File: config.mk
export PLATFORM = sky130hd
export DESIGN_NAME = debug_bus_master
export DESIGN_NICKNAME = d
export VERILOG_FILES = /design/src/rtl/debug_bus_master.sv
export SDC_FILE = /design/constraint.sdc
export NUM_CORES = 1
export LEC_CHECK = 0
export BUFFER_PORTS_ARGS = -buffer_cell sky130_fd_sc_hd__buf_2
export CORE_MARGIN = 4
export CORE_UTILIZATION = 30
export CTS_CLUSTER_SIZE = 16
export DETAILED_ROUTE_END_ITERATION = 10
export SKIP_CTS_REPAIR_TIMING = 1
export SYNTH_ARGS = -nofsm -noshare
export SYNTH_HDL_FRONTEND = slang
export SYNTH_SLANG_ARGS = --single-unit
File: constraint.sdc
create_clock -name clk -period 2 [get_ports clk]
set_input_delay 0.1 -clock clk [delete_from_list [all_inputs] [get_ports clk]]
set_output_delay 0.1 -clock clk [all_outputs]
set_load 0.01 [all_outputs]
File: src/rtl/debug_bus_master.sv
// debug_bus_master
//   Initiator for the VexRiscv debug bus. Turns high-level debug operations
//   (status read, halt, resume, step, instruction inject, data read, reset
//   pulse) into one or more debug-bus command transactions and returns a
//   single response per request.
//
// Ports
//   clk, reset             clock, asynchronous active-low reset
//   req_valid/ready        operation request handshake
//   req_op, req_data       operation code and INJECT instruction word
//   rsp_valid/ready        response handshake
//   rsp_data, rsp_err      response payload and failure flag
//   busy                   operation in progress
//   cmd_valid/ready        debug command handshake
//   cmd_payload_*          debug command write flag, address, write data
//   dbg_rsp_data           responder read data (cycle after a read fire)
//   resetOut               core reset request from the responder
module debug_bus_master #(
  parameter int unsigned POLL_MAX = 16
) (
  input  logic        clk,
  input  logic        reset,
  input  logic        req_valid,
  output logic        req_ready,
  input  logic [2:0]  req_op,
  input  logic [31:0] req_data,
  output logic        rsp_valid,
  input  logic        rsp_ready,
  output logic [31:0] rsp_data,
  output logic        rsp_err,
  output logic        busy,
  output logic        cmd_valid,
  input  logic        cmd_ready,
  output logic        cmd_payload_wr,
  output logic [7:0]  cmd_payload_address,
  output logic [31:0] cmd_payload_data,
  input  logic [31:0] dbg_rsp_data,
  input  logic        resetOut
);

  typedef enum logic [2:0] {
    S_IDLE     = 3'd0,
    S_CMD      = 3'd1,
    S_CAPTURE  = 3'd2,
    S_POLL_CMD = 3'd3,
    S_POLL_CAP = 3'd4,
    S_RESP     = 3'd5
  } state_t;

  typedef enum logic [2:0] {
    OP_STATUS      = 3'd0,
    OP_HALT        = 3'd1,
    OP_RESUME      = 3'd2,
    OP_STEP        = 3'd3,
    OP_INJECT      = 3'd4,
    OP_READ_DATA   = 3'd5,
    OP_RESET_PULSE = 3'd6,
    OP_RESERVED    = 3'd7
  } op_t;

  localparam logic [7:0]  ADDR_CTRL   = 8'h00;
  localparam logic [7:0]  ADDR_DATA   = 8'h04;
  localparam logic [31:0] D_HALT      = 32'h0002_0000;
  localparam logic [31:0] D_RESUME    = 32'h0200_0000;
  localparam logic [31:0] D_STEP      = 32'h0200_0010;
  localparam logic [31:0] D_RST_SET   = 32'h0001_0000;
  localparam logic [31:0] D_RST_CLR   = 32'h0100_0000;
  localparam logic [8:0]  POLL_LIMIT  = 9'(POLL_MAX);

  state_t      state;
  state_t      state_next;
  op_t         op;
  logic [31:0] data;
  logic        second;       // RESET_PULSE: first write already fired
  logic [7:0]  poll_cnt;

  logic        fire;
  logic        issue;
  logic        next_wr;
  logic [7:0]  next_addr;
  logic [31:0] next_data;
  logic [8:0]  poll_next;
  logic        poll_exhausted;

  assign fire           = cmd_valid && cmd_ready;
  assign poll_next      = {1'b0, poll_cnt} + 9'd1;
  assign poll_exhausted = (poll_next >= POLL_LIMIT);

  assign req_ready = (state == S_IDLE);
  assign busy      = (state != S_IDLE);
  assign rsp_valid = (state == S_RESP);

  always_ff @(posedge clk or negedge reset) begin
    if (!reset) begin
      state <= S_IDLE;
    end else begin
      state <= state_next;
    end
  end

  // A command-issuing state first spends one cycle with cmd_valid low, then
  // raises cmd_valid with its payload registered. This guarantees the idle
  // cycle between consecutive commands and keeps the payload frozen while
  // cmd_valid is high.
  always_comb begin
    state_next = state;
    issue      = 1'b0;
    next_wr    = 1'b0;
    next_addr  = '0;
    next_data  = '0;
    unique case (state)
      S_IDLE: begin
        if (req_valid) begin
          state_next = (req_op == OP_RESERVED) ? S_RESP : S_CMD;
        end
      end
      S_CMD: begin
        issue = !cmd_valid;
        unique case (op)
          OP_STATUS:      begin next_wr = 1'b0; next_addr = ADDR_CTRL; end
          OP_HALT:        begin next_wr = 1'b1; next_addr = ADDR_CTRL; next_data = D_HALT;   end
          OP_RESUME:      begin next_wr = 1'b1; next_addr = ADDR_CTRL; next_data = D_RESUME; end
          OP_STEP:        begin next_wr = 1'b1; next_addr = ADDR_CTRL; next_data = D_STEP;   end
          OP_INJECT:      begin next_wr = 1'b1; next_addr = ADDR_DATA; next_data = data;     end
          OP_READ_DATA:   begin next_wr = 1'b0; next_addr = ADDR_DATA; end
          OP_RESET_PULSE: begin
            next_wr   = 1'b1;
            next_addr = ADDR_CTRL;
            next_data = second ? D_RST_CLR : D_RST_SET;
          end
          OP_RESERVED:    begin next_wr = 1'b0; end
        endcase
        if (fire) begin
          if (op == OP_STATUS || op == OP_READ_DATA) begin
            state_next = S_CAPTURE;
          end else if (op == OP_INJECT) begin
            state_next = S_POLL_CMD;
          end else if (op == OP_RESET_PULSE && !second) begin
            state_next = S_CMD;
          end else begin
            state_next = S_RESP;
          end
        end
      end
      S_CAPTURE: begin
        state_next = S_RESP;
      end
      S_POLL_CMD: begin
        issue     = !cmd_valid;
        next_wr   = 1'b0;
        next_addr = ADDR_CTRL;
        if (fire) begin
          state_next = S_POLL_CAP;
        end
      end
      S_POLL_CAP: begin
        if (!dbg_rsp_data[2] || poll_exhausted) begin
          state_next = S_RESP;
        end else begin
          state_next = S_POLL_CMD;
        end
      end
      S_RESP: begin
        if (rsp_ready) begin
          state_next = S_IDLE;
        end
      end
      default: begin
        state_next = S_IDLE;
      end
    endcase
  end

  always_ff @(posedge clk or negedge reset) begin
    if (!reset) begin
      op                  <= OP_STATUS;
      data                <= '0;
      second              <= 1'b0;
      poll_cnt            <= '0;
      cmd_valid           <= 1'b0;
      cmd_payload_wr      <= 1'b0;
      cmd_payload_address <= '0;
      cmd_payload_data    <= '0;
      rsp_data            <= '0;
      rsp_err             <= 1'b0;
    end else begin
      if (state == S_IDLE && req_valid) begin
        op       <= op_t'(req_op);
        data     <= req_data;
        second   <= 1'b0;
        poll_cnt <= '0;
        rsp_data <= '0;
        rsp_err  <= (req_op == OP_RESERVED);
      end

      if (fire) begin
        cmd_valid <= 1'b0;
      end else if (issue) begin
        cmd_valid           <= 1'b1;
        cmd_payload_wr      <= next_wr;
        cmd_payload_address <= next_addr;
        cmd_payload_data    <= next_data;
      end

      if (fire && state == S_CMD && op == OP_RESET_PULSE) begin
        second <= 1'b1;
      end

      // STATUS reports the responder's live reset request in bit 31.
      if (state == S_CAPTURE) begin
        rsp_data <= (op == OP_STATUS) ? {resetOut, dbg_rsp_data[30:0]} : dbg_rsp_data;
      end

      if (state == S_POLL_CAP) begin
        rsp_data <= dbg_rsp_data;
        poll_cnt <= poll_cnt + 8'd1;
        if (dbg_rsp_data[2] && poll_exhausted) begin
          rsp_err <= 1'b1;
        end
      end
    end
  end

endmodule

==> summary.md <==
| Metric | Value |
|---|---|
| Core ar. | `15310 sq um` |
| Crit path DAT | `2.10 ns` |
| Post-synth top area cell | `dfrtp_1` |
| Initial antenna violation count | `0` |
| Crit end category | `flop` |
| Count of final max-slew check failures | `0` |
| Status | `finished, final reports clean` |
| Final hold slack | `0.05861 ns` |
| Non-filler cells, final | `871` |
| IO Pins | `151` |
| Vias per cell | `4.521` |
| Vias | `3938` |
| Final net count | `721` |
| Root Buffer | `clkbuf_16` |
| Minimum clock period after layout | `1.810 ns` |
| Share of the synthesized area in the top cell type | `61.14%` |
| GR Layer Usage met1 | `18.40%` |
| Routed wire per std cell | `14.78 um` |
| Mapped Cells | `427` |
| DR DRC count | `0` |
| Drt first pass iters | `4` |
| Area growth, synth to finish | `47.77%` |
| Unrepaired setup endpoints after global routing | `false` |
| CTS tree | `yes` |
| Ys flop type | `dfrtp_1` |
| Pwr Density | `1485 nW/um^2` |
| Kind of critical path | `reg -> reg` |
| Synth top area cells | `dfrtp_1, a22o_1, nand2_1` |
| Largest net degree at the start of global routing | `50` |
| Gr ovfl total | `0` |
| Vias in the first global route | `3817` |
| Share of cells above drive strength 1 | `30.65%` |
| Initial core utilization | `30.74%` |
| Routability cong. | `0.7988` |
| Met3 track demand over resource | `4.532%` |
| Routed wire length | `12.87 mm` |
| Most Crowded Layer GR | `met2` |
| FF+latch count, synth | `115` |
| Antenna Nets Post-Route | `0` |
| Max Cap Viol | `0` |
| EDFF count, synth | `0` |
| Clk buf depth | `2` |
| Hold path startpoint | `rsp_ready` |
| CTS Sinks | `115` |
| Sequential share of the synthesized area | `61.14%` |
| Tcrit/Tclk final | `90.51%` |
| Clock Pin Slew Worst Setup and Hold Paths | `0.05 ns` |
| HPWL after DPL | `8.469 mm` |
| Die Span Y | `133.3 um` |
| Final setup viols | `0` |
| Worst-Skew Late Latency | `0.41 ns` |
| Leakage | `3.605 nW` |
| Core Rows | `45` |
| Total Die Area | `17760 sq um` |
| Startpoint types | `flop` |
| Worst-margin pin slew | `0.7009 ns` |
| Initial DRC Count | `194` |
| Placed insts | `770` |
| Max Clock Freq | `552.4 MHz` |
| Hold crit path type | `in -> reg` |
| Final Hold Fails | `0` |
| Global-route usage over all layers | `14.03%` |
| Slew margin rel. | `53.16%` |
| H-tree level count | `4` |
| Netlist cell types | `49` |
| Skew final | `0.008647 ns` |
| Worst setup path startpoint | `state[0]` |
| Chip width | `133.3 um` |
| RR Startpoint | `state[0]` |
| Worst EP required | `2.29 ns` |
| Crit-path max FO | `18` |
| Total CTS buffers | `17` |
| Syn. warnings | `0` |
| First-pass GRT wire length | `19.81 mm` |
| Ys async rst share | `100.0%` |
| Mapped cell area | `4707 sq um` |
| Worst VDD drop | `0.0006436 V` |
| Number of port buffers | `143` |
| GR Util met2 | `21.64%` |
| Syn_area_per_cell | `11.02 sq um` |
==> path summary, 6_finish.rpt <==
path                       slack (ns)  cells after the start           to
min reg2reg                      0.47                      2      data[1]
max reg2reg                      0.19                      5  poll_cnt[2]
max                              0.19                      5  poll_cnt[2]
max in group asynchronous        1.11                      3     data[11]
min                              0.06                      4     state[0]
min in group asynchronous        0.22                      2     data[26]
==> worst max-delay path, stage by stage (launching register included) <==
cell and delay, ns:
dfrtp_1 0.54, nor4b_4 0.45, buf_4 0.31, nor2_1 0.12
o21ai_0 0.18, o21ai_1 0.09
==> flip-flops by register name, indices dropped and copies added, names as in the netlist <==
name,cells
cmd_payload_address,1
rsp_data,32
cmd_valid,1
op,3
data,32
rsp_err,1
cmd_payload_wr,1
cmd_payload_data,32
state,3
second,1
poll_cnt,8
==> cells by family (layout without fill, tap and decap cells) <==
| kind of cell | after synthesis | count (layout) | synth area share [%] |
|---|---|---|---|
| muxes | 3 | 3 | 0.6645 |
| xor gates and xnor gates | 5 | 5 | 0.9303 |
| adders and majority gates | 2 | 2 | 0.5315 |
| AOI/OAI and AO/OA | 96 | 96 | 15.87 |
| buffers and inverters | 38 | 264 | 4.758 |
| DFF | 115 | 115 | 61.14 |
| other | 1 | 8 | 0.07967 |
| and+or+nand+nor | 167 | 167 | 16.03 |
==> Yosys cell counts, drive strengths merged (3+ instances only) <==
cell type,instances
a21oi,6
a22o,59
buf,24
clkbuf,10
dfrtp,115
inv,4
nand2,125
nand2b,3
nand3,7
nor2,10
nor2b,5
nor3,3
nor4,4
o21ai,15
o31ai,3
xor2,4
==> metrics by stage <==
step | power [mW] | worst slack, ns | area [sq um] | util [%] | TNS, ns
after CTS | 10.34 | -0.08343 | 6267 | 40.92 | -1.611
after global routing | 11.02 | 0.04059 | 6953 | 45.40 | 0
final | 10.33 | 0.1897 | 6955 | 45.42 | 0
after detailed placement | 7.169 | -0.06427 | 5657 | 36.94 | -1.383
after floorplan | 5.935 | 0.3551 | 4730 | - | 0
after global placement | 7.070 | 0.02871 | 5657 | 36.94 | 0
==> power by group <==
group          total [mW]  internal, mW  switching (mW)
Combinational        3.27          1.49            1.78
Clock                3.11          1.97            1.14
Sequential           3.94          3.29           0.657
==> layer usage <==
layer | vias to the layer above | wire [um] | share of wire (%)
met1 | 1895 | 5771 | 45
met4 | 0 | 206 | 1.6
met5 | - | 0 | 0
met3 | 14 | 642 | 5.0
li1 | 1908 | - | -
met2 | 121 | 6250 | 49
==> cell type report <==
cell class                      instances  area (sq um)
Fill cell                            1439          8359
Sequential cell                       115          2878
Multi-Input combinational cell        280          1647
Timing Repair Buffer                  228          1539
Clock buffer                           18         429.2
Tap cell                              211         264.0
Clock inverter                         14         181.4
Inverter                                4         15.01
Antenna cell                            1         2.502
==> layout by cell type (no fill, tap or decap), types with 2 or more instances in the layout <==
cell             n
buf_2          142
nand2_1        124
dfrtp_1        115
dlygate4sd3_1   68
a22o_1          59
clkbuf_16       17
buf_4           17
nor2_1           8
o21ai_1          8
nand3_1          7
o21ai_0          7
conb_1           7
a21oi_1          6
nor2b_1          5
clkinv_4         5
xor2_1           4
clkinvlp_4       4
nor3_1           3
o31ai_1          3
inv_1            3
nor4_1           3
bufinv_16        3
a31oi_1          2
o41ai_1          2
nand2b_4         2
mux2i_1          2
ha_1             2
inv_6            2
Power figures use the tool's default switching activity.
